==> config.mk <==
export PLATFORM = sky130hd
export DESIGN_NAME = ac97_frame_rx
export DESIGN_NICKNAME = d
export VERILOG_FILES = /design/src/rtl/ac97_pkg.sv /design/src/rtl/ac97_frame_rx.sv
export SDC_FILE = /design/constraint.sdc
export NUM_CORES = 1
export LEC_CHECK = 0
export ABC_AREA = 1
export BUFFER_PORTS_ARGS = -buffer_cell sky130_fd_sc_hd__buf_2
export CAP_MARGIN = 20
export CORE_MARGIN = 2
export CORE_UTILIZATION = 30
export DETAILED_ROUTE_END_ITERATION = 16
export HOLD_SLACK_MARGIN = 0.1
export SYNTH_ARGS = -nofsm -noshare
export SYNTH_HDL_FRONTEND = slang
export SYNTH_SLANG_ARGS = --single-unit
==> constraint.sdc <==
create_clock -name clock -period 2.4 [get_ports clock]
set_input_delay 0.12 -clock clock [delete_from_list [all_inputs] [get_ports clock]]
set_output_delay 0.12 -clock clock [all_outputs]
set_load 0.05 [all_outputs]
==> src/rtl/ac97_pkg.sv <==
// Shared AC-link constants: frame/slot geometry, tag bit positions, and
// the receive FSM encoding. Also used by the command/PCM transmitter.
package ac97_pkg;

  localparam int FRAME_BITS = 256;
  localparam int SLOT0_BITS = 16;
  localparam int SLOT_BITS  = 20;

  localparam int TAG_READY = 15;
  localparam int TAG_SLOT1 = 14;
  localparam int TAG_SLOT2 = 13;
  localparam int TAG_SLOT3 = 12;
  localparam int TAG_SLOT4 = 11;

  // Frame bit index of the first bit of slot n (n >= 1).
  function automatic int slot_first(input int n);
    return SLOT0_BITS + SLOT_BITS * (n - 1);
  endfunction

  // Frame bit index of the final (LSB) bit of slot n (n >= 1).
  function automatic logic [7:0] slot_last(input int n);
    return 8'(slot_first(n) + SLOT_BITS - 1);
  endfunction

  localparam logic [7:0] TAG_LAST   = 8'(SLOT0_BITS - 1);
  localparam logic [7:0] SLOT1_LAST = slot_last(1);
  localparam logic [7:0] SLOT2_LAST = slot_last(2);
  localparam logic [7:0] SLOT3_LAST = slot_last(3);
  localparam logic [7:0] SLOT4_LAST = slot_last(4);

  typedef enum logic {
    ST_IDLE = 1'b0,
    ST_RX   = 1'b1
  } rx_state_e;

endpackage

==> src/rtl/ac97_frame_rx.sv <==
// AC-link receiver: deserialises SDATA_IN framed by SYNC, publishes tag,
// status readback and capture PCM. Optional AC97_RX_ERRCNT_EN adds err_count.
module ac97_frame_rx
  import ac97_pkg::*;
#(
  parameter int SAMPLE_W = 20
) (
  input  logic                clock,
  input  logic                reset_n,
  input  logic                sync,
  input  logic                sdata_in,
  output logic                ready,
  output logic                codec_ready,
  output logic                status_valid,
  output logic [7:0]          status_address,
  output logic [15:0]         status_data,
  output logic                sample_valid,
  output logic [SAMPLE_W-1:0] left_in,
  output logic [SAMPLE_W-1:0] right_in,
  output logic                frame_err
`ifdef AC97_RX_ERRCNT_EN
  ,
  output logic [7:0]          err_count
`endif
);

  // Handshake: ready, status_valid, sample_valid and frame_err are single-cycle
  // strobes with no back-pressure; data outputs stay stable between publishes.

  rx_state_e             state_q, state_d;
  logic [7:0]            cnt_q, cnt_d;
  logic                  sync_prev_q, sync_prev_d;
  logic [SLOT_BITS-1:0]  shift_q, shift_d;
  logic [15:0]           tag_q, tag_d;
  logic [SLOT_BITS-1:0]  slot1_q, slot1_d;
  logic [SLOT_BITS-1:0]  slot2_q, slot2_d;
  logic [SLOT_BITS-1:0]  slot3_q, slot3_d;
  logic [SLOT_BITS-1:0]  slot4_q, slot4_d;

  logic                  ready_q, ready_d;
  logic                  codec_ready_q, codec_ready_d;
  logic                  status_valid_q, status_valid_d;
  logic [7:0]            status_address_q, status_address_d;
  logic [15:0]           status_data_q, status_data_d;
  logic                  sample_valid_q, sample_valid_d;
  logic [SAMPLE_W-1:0]   left_q, left_d;
  logic [SAMPLE_W-1:0]   right_q, right_d;
  logic                  frame_err_q, frame_err_d;
`ifdef AC97_RX_ERRCNT_EN
  logic [7:0]            err_cnt_q, err_cnt_d;
`endif

  logic                  sync_rise;
  logic [SLOT_BITS-1:0]  shift_in;
  logic                  publish;
  logic                  lost_align;

  assign sync_rise = sync & ~sync_prev_q;
  assign shift_in  = {shift_q[SLOT_BITS-2:0], sdata_in};

  always_comb begin
    state_d          = state_q;
    cnt_d            = cnt_q;
    sync_prev_d      = sync;
    shift_d          = shift_in;
    tag_d            = tag_q;
    slot1_d          = slot1_q;
    slot2_d          = slot2_q;
    slot3_d          = slot3_q;
    slot4_d          = slot4_q;
    ready_d          = 1'b0;
    codec_ready_d    = codec_ready_q;
    status_valid_d   = 1'b0;
    status_address_d = status_address_q;
    status_data_d    = status_data_q;
    sample_valid_d   = 1'b0;
    left_d           = left_q;
    right_d          = right_q;
    frame_err_d      = 1'b0;
    publish          = 1'b0;
    lost_align       = 1'b0;

    case (state_q)
      ST_IDLE: begin
        if (sync_rise) begin
          state_d = ST_RX;
          cnt_d   = 8'd1;
        end
      end
      ST_RX: begin
        if (cnt_q == 8'd0) begin
          // Counter only wraps to 0 after bit 255, so a frame is complete here.
          publish = 1'b1;
          if (sync_rise) begin
            cnt_d = 8'd1;
          end else begin
            lost_align = 1'b1;
            state_d    = ST_IDLE;
          end
        end else if (sync_rise) begin
          frame_err_d = 1'b1;
          cnt_d       = 8'd1;
        end else begin
          cnt_d = cnt_q + 8'd1;
          case (cnt_q)
            TAG_LAST:   tag_d   = shift_in[15:0];
            SLOT1_LAST: slot1_d = shift_in;
            SLOT2_LAST: slot2_d = shift_in;
            SLOT3_LAST: slot3_d = shift_in;
            SLOT4_LAST: slot4_d = shift_in;
            default: ;
          endcase
        end
      end
      default: state_d = ST_IDLE;
    endcase

    if (publish) begin
      ready_d       = 1'b1;
      codec_ready_d = tag_q[TAG_READY];
      if (tag_q[TAG_READY] & tag_q[TAG_SLOT1] & tag_q[TAG_SLOT2]) begin
        status_valid_d   = 1'b1;
        status_address_d = {1'b0, slot1_q[18:12]};
        status_data_d    = slot2_q[19:4];
      end
      if (tag_q[TAG_READY] & tag_q[TAG_SLOT3] & tag_q[TAG_SLOT4]) begin
        sample_valid_d = 1'b1;
        left_d         = slot3_q[SLOT_BITS-1 -: SAMPLE_W];
        right_d        = slot4_q[SLOT_BITS-1 -: SAMPLE_W];
      end
    end

`ifdef AC97_RX_ERRCNT_EN
    err_cnt_d = err_cnt_q;
    if ((frame_err_d | lost_align) && (err_cnt_q != 8'hFF)) begin
      err_cnt_d = err_cnt_q + 8'd1;
    end
`endif
  end

  always_ff @(posedge clock) begin
    if (!reset_n) begin
      state_q          <= ST_IDLE;
      cnt_q            <= '0;
      sync_prev_q      <= 1'b0;
      shift_q          <= '0;
      tag_q            <= '0;
      slot1_q          <= '0;
      slot2_q          <= '0;
      slot3_q          <= '0;
      slot4_q          <= '0;
      ready_q          <= 1'b0;
      codec_ready_q    <= 1'b0;
      status_valid_q   <= 1'b0;
      status_address_q <= '0;
      status_data_q    <= '0;
      sample_valid_q   <= 1'b0;
      left_q           <= '0;
      right_q          <= '0;
      frame_err_q      <= 1'b0;
`ifdef AC97_RX_ERRCNT_EN
      err_cnt_q        <= '0;
`endif
    end else begin
      state_q          <= state_d;
      cnt_q            <= cnt_d;
      sync_prev_q      <= sync_prev_d;
      shift_q          <= shift_d;
      tag_q            <= tag_d;
      slot1_q          <= slot1_d;
      slot2_q          <= slot2_d;
      slot3_q          <= slot3_d;
      slot4_q          <= slot4_d;
      ready_q          <= ready_d;
      codec_ready_q    <= codec_ready_d;
      status_valid_q   <= status_valid_d;
      status_address_q <= status_address_d;
      status_data_q    <= status_data_d;
      sample_valid_q   <= sample_valid_d;
      left_q           <= left_d;
      right_q          <= right_d;
      frame_err_q      <= frame_err_d;
`ifdef AC97_RX_ERRCNT_EN
      err_cnt_q        <= err_cnt_d;
`endif
    end
  end

  assign ready          = ready_q;
  assign codec_ready    = codec_ready_q;
  assign status_valid   = status_valid_q;
  assign status_address = status_address_q;
  assign status_data    = status_data_q;
  assign sample_valid   = sample_valid_q;
  assign left_in        = left_q;
  assign right_in       = right_q;
  assign frame_err      = frame_err_q;
`ifdef AC97_RX_ERRCNT_EN
  assign err_count      = err_cnt_q;
`endif

endmodule

[Word-level counts from Yosys, hierarchy flattened]
Index checks and enable logic that the tools add are counted.
Word-level totals
  output and inout port bits: 69
  word-level logic and storage cells: 56
  bits of input ports: 4
  bits in registers: 192
Cells by class
  mux-type cells: 12
  bitwise logic cells: 10
  $add $sub $neg: 1
  reduce and logical (&&, ||, !) cells: 10
  eq/ne operators: 5
Operator list (count)
  8-bit two-way mux: 3
  4-bit AND reduction: 5
  8-bit by 6-bit == test with 1-bit output, second input constant: 2
  8-bit by 7-bit == test with 1-bit output, second input constant: 2
  8-bit case mux with 2 select lines: 1
  8-bit by 1-bit adder with 8-bit output, second input constant: 1
  8-bit by 4-bit == test with 1-bit output, second input constant: 1
  8-bit logical NOT: 1
  1-bit two-way mux: 7
  2-bit AND reduction: 3
  1-bit bitwise AND: 5
  1-bit inverter: 5
  3-bit OR reduction: 1
  1-bit case mux with 2 select lines: 1

[Depth between registers and ports, before layout]
Gate-level depths: netlist (run 1).
  depth in word-level cells: 5
  depth in mapped cells: 10
  depth with buffers taken out: 9

[Least setup slack after synthesis (run 1)]
OpenSTA, ideal clock, no wires.
  path type: register to register
  from: register cnt_q[0]
  to: register tag_q[11]
  buffers on the path: 0
  data required time: 2285 ps
  clock period less this slack: 1535 ps
  setup time: 115 ps
  setup slack: 865 ps
  arrival time: 1420 ps
  stages on the path, launching flop included: 7
  cells stage by stage: dfxtp_1 > ha_1 > nand3_1 > nor3_2 > nand3_1 > nand2_1 > nor2_1
Between the ends
  cells in the longest elaborated chain, start to end: 3
  elaborated cells between the ends (all ways): 4
  classes of those cells: 1 x eq/ne; 1 x bitwise; 2 x reduce/logical
Ends and longest elaborated chain
  from (decl): RTL line ac97_frame_rx.sv:31  | logic [7:0] cnt_q, cnt_d;
  from (signal assigned): RTL line ac97_frame_rx.sv:166  | cnt_q <= cnt_d;
  8-bit logical NOT: RTL line ac97_frame_rx.sv:91  | if (cnt_q == 8'd0) begin
  1-bit inverter (no source line)
  4-bit AND reduction (no source line) (*)
  to (signal assigned): RTL line ac97_frame_rx.sv:169  | tag_q <= tag_d;
  to (decl): RTL line ac97_frame_rx.sv:34  | logic [15:0] tag_q, tag_d;
Mark *: on every way between the ends. The rest lies on a longest branch, timed or not.
A chain may end at the register's enable or synchronous reset.

[Final worst setup path (run 1)]
  from: register cnt_q[0]
  to: register slot4_q[3]
Between the ends
  cells in the longest elaborated chain, start to end: 3
  elaborated cells between the ends (all ways): 4
  classes of those cells: 1 x eq/ne; 1 x bitwise; 2 x reduce/logical
Ends and longest elaborated chain
  8-bit logical NOT: RTL line ac97_frame_rx.sv:91
  1-bit inverter (no source line)
  4-bit AND reduction (no source line) (*)
  to (signal assigned): RTL line ac97_frame_rx.sv:173  | slot4_q <= slot4_d;
  to (decl): RTL line ac97_frame_rx.sv:38  | logic [SLOT_BITS-1:0] slot4_q, slot4_d;
Marks and branches as above.

==> results of run 1 <==
stage by stage:
step / worst slack (ns) / std cells / area (um^2) / hold slack, ns
floorplan: 0.865 / 875 / 6550 / 0.213
global placement: 0.557 / 1167 / 7040 / 0.315
detailed placement: 0.520 / 1167 / 7040 / 0.319
CTS: 0.501 / 1201 / 7710 / 0.293
global route: 0.269 / 1201 / 7710 / 0.355
finish: 0.501 / 1201 / 7710 / 0.294
metal layers:
layer / routed length [um] / vias to the layer above / GRT usage [%] / share of wire [%]
met5: 0 / - / 0 / 0
met2: 7420 / 109 / 22.3 / 45
li1: - / 2943 / - / -
met3: 832 / 31 / 3.47 / 5.0
met4: 399 / 0 / 6.25 / 2.4
met1: 7880 / 2597 / 20.2 / 48
worst max path at each step:
stage                                           endpoint                 from
after floorplan                   tag_q[11]$_SDFFE_PN0P_  cnt_q[0]$_SDFF_PN0_
after global placement    status_address[4]$_SDFFE_PN0P_  cnt_q[0]$_SDFF_PN0_
after detailed placement         slot4_q[3]$_SDFFE_PN0P_  cnt_q[0]$_SDFF_PN0_
after CTS                        slot4_q[3]$_SDFFE_PN0P_  cnt_q[0]$_SDFF_PN0_
after global routing              tag_q[12]$_SDFFE_PN0P_  cnt_q[1]$_SDFF_PN0_
final                            slot4_q[3]$_SDFFE_PN0P_  cnt_q[0]$_SDFF_PN0_
layout make-up:
class | count | area (um^2) | share of cell area (%)
sequential | 165 | 3300 | 42.9
tap | 280 | 350 | 4.54
clock buffer | 21 | 450 | 5.84
timing repair buffer | 89 | 520 | 6.75
clock inverter | 11 | 196 | 2.55
multi-input combinational | 571 | 2650 | 34.4
inverter | 64 | 240 | 3.12
cell usage in the layout (no fill, tap or decap), types with 2 or more instances in the layout:
cell / n
sky130_fd_sc_hd__nand2_1: 185
sky130_fd_sc_hd__dfxtp_1: 164
sky130_fd_sc_hd__a21oi_1: 128
sky130_fd_sc_hd__nor2_1: 95
sky130_fd_sc_hd__nand3_1: 76
sky130_fd_sc_hd__nand4_1: 71
sky130_fd_sc_hd__buf_2: 71
sky130_fd_sc_hd__inv_1: 63
sky130_fd_sc_hd__clkbuf_16: 17
sky130_fd_sc_hd__buf_4: 14
sky130_fd_sc_hd__bufinv_16: 5
sky130_fd_sc_hd__nor2_2: 3
sky130_fd_sc_hd__o21ai_0: 3
sky130_fd_sc_hd__clkbuf_1: 3
sky130_fd_sc_hd__nor2_4: 2
sky130_fd_sc_hd__ha_1: 2
sky130_fd_sc_hd__clkinv_2: 2
sky130_fd_sc_hd__dlygate4sd3_1: 2
sky130_fd_sc_hd__buf_12: 2
power by group through the flow:
stage / Combinational, mW / Sequential [mW] / Clock, mW
2_1_floorplan: 0.255 / 2.82 / 0
3_3_place_gp: 0.292 / 2.82 / 0
3_5_place_dp: 0.293 / 2.82 / 0
4_1_cts: 0.296 / 2.76 / 3.06
5_1_grt: 0.332 / 2.76 / 3.18
6_report: 0.297 / 2.76 / 3.00
repair_timing:
item,CTS,global route
setup endpoints to repair,0,0
resized for setup,0,0
buffers inserted,0,0
endpoints found under the hold margin,5,0
hold buffers,2,0
flip-flops by register name, indices dropped and copies added, names as in the netlist, 5 cells and up:
register,count
shift_q,19
slot2_q,16
status_address,7
slot3_q,20
right_in,20
left_in,20
tag_q,5
status_data,16
slot4_q,20
slot1_q,7
cnt_q,8
cells by family after synthesis:
logic type	after synthesis	share of synthesized area, %
AOI/OAI and AO/OA	131	10.0
xor gates and xnor gates	1	0.134
adders and majority gates	2	0.382
buffers and inverters	139	9.26
DFF	165	50.4
other	1	0.0573
and+or+nand+nor	436	29.7
worst max-delay path: cells and delay by family (launching register included):
kind	cells	cell delay, ns
flops	1	0.40
buf+inv	1	0.37
fa+ha+maj	1	0.29
simple gates	5	0.74
==> metrics.log, run 1 <==
[metrics] status: completed
[metrics] Antenna Violating Nets Remaining: 0
[metrics] via count of the first global-routing pass: 5156
[metrics] max-slew violation total from the final report: 0
[metrics] required time worst endpoint: 2.73 ns
[metrics] FF-to-FF Start: cnt_q[0]$_SDFF_PN0_
[metrics] Peak supply drop: 0.000320 V
[metrics] Synth Net Count: approximately 900
[metrics] Wirelength per Cell: 13.8 um
[metrics] share of layout cells above drive strength 1: 13.7%
[metrics] routability congestion estimate from global placement: 0.810
[metrics] Port Buf Inserts: 71
[metrics] sequential area share after synthesis: 50.4%
[metrics] Seq pwr share: 45.6%
[metrics] synthesis warning total: 0
[metrics] largest net degree at the start of global routing: 96
[metrics] final clock period utilization by the worst path: 79.1%
[metrics] internal power consumption: around 4.7 mW
[metrics] post-synth top area cell: sky130_fd_sc_hd__dfxtp_1
[metrics] clock period minus worst slack: 1.90 ns
[metrics] die span in y: roughly 150 um
[metrics] unrepaired setup endpoints after global routing: no
[metrics] Detailed Routing Iterations Pass 1: 5
[metrics] slack of the worst reg-to-reg path: 0.50 ns
[metrics] clock-pin slew on the worst setup and hold paths: ~0.06 ns
[metrics] DRC violation total after the first TritonRoute iteration: 455
[metrics] portion of total power attributed to the clock network: 49.5%
[metrics] EDFF count, synth: 0
[metrics] Total Die Area: approximately 23000 um^2
[metrics] total vias in the final route: 5680
[metrics] startpoint kind of the worst setup timing path: flip-flop
[metrics] top area cells in the synthesized netlist: sky130_fd_sc_hd__dfxtp_1, sky130_fd_sc_hd__nand2_1, sky130_fd_sc_hd__a21oi_1
[metrics] number of rows in the core area: 54
[metrics] fillers: 2298
[metrics] fraction of registers with async set or reset after synthesis: 0%
[metrics] grt ovf: 0
[metrics] path type of the worst min-delay path: in -> reg
[metrics] post-synthesis instance total: 875
[metrics] headroom to the max-slew limit: 37.0%
[metrics] power per cell area: 784 nW/um^2
[metrics] hold depth: 3
[metrics] maximum clock rate: 527 MHz
[metrics] cell depth of the worst flop-to-flop path: 7
[metrics] number of antenna cells inserted: 0
[metrics] final core utilization: 35.7%
[metrics] net switching power: approximately 1.4 mW
[metrics] flop and latch count out of synthesis: 165
[metrics] startpoint of the most critical hold path: reset_n
[metrics] sw frac: 22.4%
[metrics] predominant post-synthesis flop cell: sky130_fd_sc_hd__dfxtp_1
[metrics] Worst path slowest cell: sky130_fd_sc_hd__dfxtp_1
[metrics] leak pwr: 3.19 nW
[metrics] most numerous cell on the critical path: sky130_fd_sc_hd__nand3_1
[metrics] count of unique library cells instantiated by Yosys: 22
[metrics] maximum fanout along the worst path: 40
[metrics] overall fraction of global-route tracks in use: 14.8%
[metrics] total of endpoints with negative setup slack in the final report: 0
[metrics] core footprint: 21600 um^2
[metrics] largest buffer count on any clock path: 2
[metrics] skew final: 0.0117 ns
[metrics] Cell Chain, Critical Path: ha_1 > nand3_1 > nor3_4 > buf_4 > nand3_1 > nand2_1 > nor2_1
[metrics] wire length of the first global-routing pass: approximately 27000 um
[metrics] Area Growth Syn to Fin: 17.7%
[metrics] Max-Cap Viols: 0
[metrics] Max stage delay on crit path: 0.40 ns
[metrics] final total negative setup slack: 0 ns
[metrics] Die Span X: 152 um
[metrics] library cell used as clock root buffer: sky130_fd_sc_hd__clkbuf_16
[metrics] DRC violation count after routing: 0
[metrics] wire length reported by the detailed router: 16500 um
[metrics] number of levels the H-tree was split into: 4
[metrics] Starting Density: 30.3%
[metrics] reg-to-reg critical path endpoint: slot4_q[3]$_SDFFE_PN0P_
[metrics] antenna violations before repair: 0
[metrics] synthesized cell area: 6550 um^2
[metrics] average cell area after synthesis: about 7.5 um^2
[metrics] share of the synthesized area in the top cell type: 50.4%
[metrics] final-report hold violation count: 0
[metrics] cell with the most instances after synthesis: sky130_fd_sc_hd__nand2_1
[metrics] most numerous cell types in the synthesized netlist: sky130_fd_sc_hd__nand2_1, sky130_fd_sc_hd__dfxtp_1, sky130_fd_sc_hd__a21oi_1
[metrics] share of total power in combinational logic: under 10%
[metrics] estimated wirelength of the detail-placed design: between 10000 and 15000 um
[metrics] total power: 6.05 mW
[metrics] clock latency on the worst-skew pair: around 0.43 ns
[metrics] clock buffer count from CTS: 17
[metrics] TritonCTS clock tree: built
[metrics] hold worst-path end: ready$_SDFF_PN0_
[metrics] Slew @ Worst Pin: 0.945 ns
[metrics] Arrival @ worst endpoint: 2.22 ns
[metrics] # IOs: 73
[metrics] Critical Path Sink Type: flip-flop
[metrics] type of the setup path with the least slack: reg -> reg
[metrics] fin nets: slightly above 900
[metrics] count of clock tree sinks: 165
[metrics] routed via count divided by cell count: about 4.7
Power figures use the tool's default switching activity.
==> inputs of run 2 (changes only) <==
Clock period 2.4 ns to 1.7 ns, I/O delays scaled along.
==> run 2 against run 1 <==
Effect of this change:
- critical path depth is 1 lower
- clock skew decreased by 0.0044 ns
- maximum frequency up 21%
- hold slack got worse by 0.16 ns
- sequential share of layout area shrank 1.7 points
- sequential cell count is the same
- combinational power is 72% higher
- clock power up 42%
- utilization grew 1.5 points
- critical path type unchanged
- critical endpoint is now right_in[14]$_SDFFE_PN0P_
==> metrics.log, run 2 (synthesized netlist as in run 1, its figures left out) <==
[metrics] status: completed (unchanged)
[metrics] die span in y: 152 um (unchanged)
[metrics] Total Die Area: 23000 um^2 (unchanged)
[metrics] number of rows in the core area: 54 (unchanged)
[metrics] total of endpoints with negative setup slack in the final report: 0 (unchanged)
[metrics] required time worst endpoint: 2.06 ns (was 2.73 ns)
[metrics] final core utilization: 37.1% (was 35.7%)
[metrics] fin nets: 936 (was 914)
[metrics] routability congestion estimate from global placement: 0.841 (was 0.810)
[metrics] final total negative setup slack: 0 ns (unchanged)
[metrics] Area Growth Syn to Fin: 22.6% (was 17.7%)
[metrics] reg-to-reg critical path endpoint: right_in[14]$_SDFFE_PN0P_ (was slot4_q[3]$_SDFFE_PN0P_)
[metrics] via count of the first global-routing pass: 5215 (was 5156)
[metrics] most frequent standard cell in the layout excluding fill and tap cells: sky130_fd_sc_hd__nand2_1 (unchanged)
[metrics] clock buffer count from CTS: 17 (unchanged)
[metrics] wl on met1: 8110 um (was 7880 um)
[metrics] antenna violations before repair: 0 (unchanged)
[metrics] Cells after DPL: 1189 (was 1167)
[metrics] max-slew violation total from the final report: 0 (unchanged)
[metrics] Starting Density: 30.3% (unchanged)
[metrics] final-report hold violation count: 0 (unchanged)
[metrics] overall fraction of global-route tracks in use: 15.2% (was 14.8%)
[metrics] wire length of the first global-routing pass: 27200 um (was 26700 um)
[metrics] power per cell area: 1080 nW/um^2 (was 784 nW/um^2)
[metrics] total vias in the final route: 5712 (was 5680)
[metrics] Worst setup endpoint: right_in[14]$_SDFFE_PN0P_ (was slot4_q[3]$_SDFFE_PN0P_)
[metrics] TritonCTS clock tree: built (unchanged)
[metrics] Port Buf Inserts: 71 (unchanged)
[metrics] routed via count divided by cell count: 4.67 (was 4.73)
[metrics] Die Span X: 152 um (unchanged)
[metrics] leak pwr: 3.34 nW (was 3.19 nW)
[metrics] # IOs: 73 (unchanged)
[metrics] Worst path slowest cell: sky130_fd_sc_hd__dfxtp_1 (unchanged)
[metrics] startpoint kind of the worst setup timing path: flip-flop (unchanged)
[metrics] FF-to-FF Start: cnt_q[6]$_SDFF_PN0_ (was cnt_q[0]$_SDFF_PN0_)
[metrics] sum of met3 wire segment lengths after detailed routing: 852 um (was 832 um)
[metrics] type of the setup path with the least slack: reg -> reg (unchanged)
[metrics] slack of the worst reg-to-reg path: 0.13 ns (was 0.50 ns)
[metrics] number of antenna cells inserted: 0 (unchanged)
[metrics] Critical Path Sink Type: flip-flop (unchanged)
[metrics] maximum fanout along the worst path: 55 (was 40)
[metrics] number of levels the H-tree was split into: 4 (unchanged)
[metrics] sequential cell area: 3310 um^2 (was 3300 um^2)
[metrics] startpoint of the worst setup timing path: cnt_q[6]$_SDFF_PN0_ (was cnt_q[0]$_SDFF_PN0_)
[metrics] Detailed Routing Iterations Pass 1: 6 (was 5)
[metrics] Max-Cap Viols: 0 (unchanged)
[metrics] final std cells w/o fill: 1222 (was 1201)
[metrics] estimated wirelength of the detail-placed design: 11100 um (was 10500 um)
[metrics] count of clock tree sinks: 165 (unchanged)
[metrics] DRC violation count after routing: 0 (unchanged)
[metrics] clock latency on the worst-skew pair: 0.43 ns (about the same)
[metrics] area of the multi-input gates: 2650 um^2 (about the same)
[metrics] largest net degree at the start of global routing: 91 (was 96)
[metrics] Max stage delay on crit path: 0.31 ns (was 0.40 ns)
[metrics] highest metal layer with signal wires: met4 (unchanged)
[metrics] skew final: 0.00726 ns (was 0.0117 ns)
[metrics] path type of the worst min-delay path: in -> reg (unchanged)
[metrics] wire length reported by the detailed router: 16900 um (was 16500 um)
[metrics] clock-pin slew on the worst setup and hold paths: 0.06 ns (about the same)
[metrics] Peak supply drop: 0.000641 V (was 0.000320 V)
[metrics] maximum clock rate: 637 MHz (was 527 MHz)
[metrics] Antenna Violating Nets Remaining: 0 (unchanged)
[metrics] largest buffer count on any clock path: 2 (unchanged)
[metrics] share of layout cells above drive strength 1: 16.0% (was 13.7%)
[metrics] top library cells by usage in the layout, fill and taps aside: sky130_fd_sc_hd__nand2_1, sky130_fd_sc_hd__dfxtp_1, sky130_fd_sc_hd__a21oi_1 (unchanged)
[metrics] Arrival @ worst endpoint: 1.93 ns (was 2.22 ns)
[metrics] unrepaired setup endpoints after global routing: no (unchanged)
[metrics] final clock period utilization by the worst path: 92.3% (was 79.1%)
[metrics] Wirelength per Cell: 13.8 um (about the same)
[metrics] cell depth of the worst flop-to-flop path: 6 (was 7)
[metrics] clock period minus worst slack: 1.57 ns (was 1.90 ns)
[metrics] core footprint: 21600 um^2 (unchanged)
[metrics] detailed-routed wire length on met2: 7560 um (was 7420 um)
[metrics] library cell used as clock root buffer: sky130_fd_sc_hd__clkbuf_16 (unchanged)
[metrics] total power: 8.68 mW (was 6.05 mW)
[metrics] grt ovf: 0 (unchanged)
[metrics] DRC violation total after the first TritonRoute iteration: 430 (was 455)
[metrics] fillers: 2289 (was 2298)
[metrics] Cell Chain, Critical Path: nor2_1 > nand2_1 > nor2_4 > buf_12 > nand4_1 > a21oi_1 (was ha_1 > nand3_1 > nor3_4 > buf_4 > nand3_1 > nand2_1 > nor2_1)
[run 2: worst min-delay path by stage]
stage | from | endpoint | slack (ns) | depth (start not counted)
after floorplan | sdata_in | shift_q[0]$_SDFF_PN0_ | 0.18 | 2
after global placement | sync | sync_prev_q$_SDFF_PN0_ | 0.28 | 3
after detailed placement | sync | sync_prev_q$_SDFF_PN0_ | 0.29 | 3
after CTS | reset_n | sample_valid$_SDFF_PN0_ | 0.12 | 3
after global routing | reset_n | sample_valid$_SDFF_PN0_ | 0.15 | 3
final | reset_n | sample_valid$_SDFF_PN0_ | 0.13 | 3
[run 2: per-stage QoR]
stage	setup slack, ns	hold WS [ns]	instance area (um^2)
after detailed placement	0.0536	0.291	7350
after global placement	0.0834	0.280	7350
after CTS	0.0508	0.121	8020
final	0.130	0.132	8030
after global routing	0.00256	0.149	8030
after floorplan	0.165	0.178	6550
[run 2: area by class of cell]
| cell class | instances | share of cell area, % |
|---|---|---|
| Sequential cell | 165 | 41.2 |
| Multi-Input combinational cell | 571 | 33.0 |
| Timing Repair Buffer | 111 | 10.3 |
| Clock buffer | 20 | 5.69 |
| Tap cell | 280 | 4.36 |
| Inverter | 64 | 2.99 |
| Clock inverter | 11 | 2.48 |
[run 2: power breakdown]
group	switching [mW]	leakage [nW]	internal [mW]	total [mW]
sequential	0.0132	1.33	3.88	3.89
combinational	0.347	1.70	0.164	0.510
clock	1.59	0.309	2.69	4.27
total	1.95	3.34	6.73	8.68
[run 2: metal layers]
layer,vias to the layer above,GRT usage [%]
met5,-,0
met4,0,5.37
met3,19,4.10
met2,98,22.8
met1,2610,20.9
li1,2985,-
[run 2: what timing repair did]
action / in CTS / in global routing
setup buffers: 0 / 0
gates resized for setup: 0 / 3
endpoints found under the setup margin: 0 / 102
endpoints found under the hold margin: 6 / 0
hold buffers: 2 / 0
[run 2: critical path: cells and delay by family (launching register included)]
kind	cells	cell delay (ns)
and+or+nand+nor	4	0.71
DFF	1	0.31
AOI/OAI and AO/OA	1	0.18
buffers and inverters	1	0.27
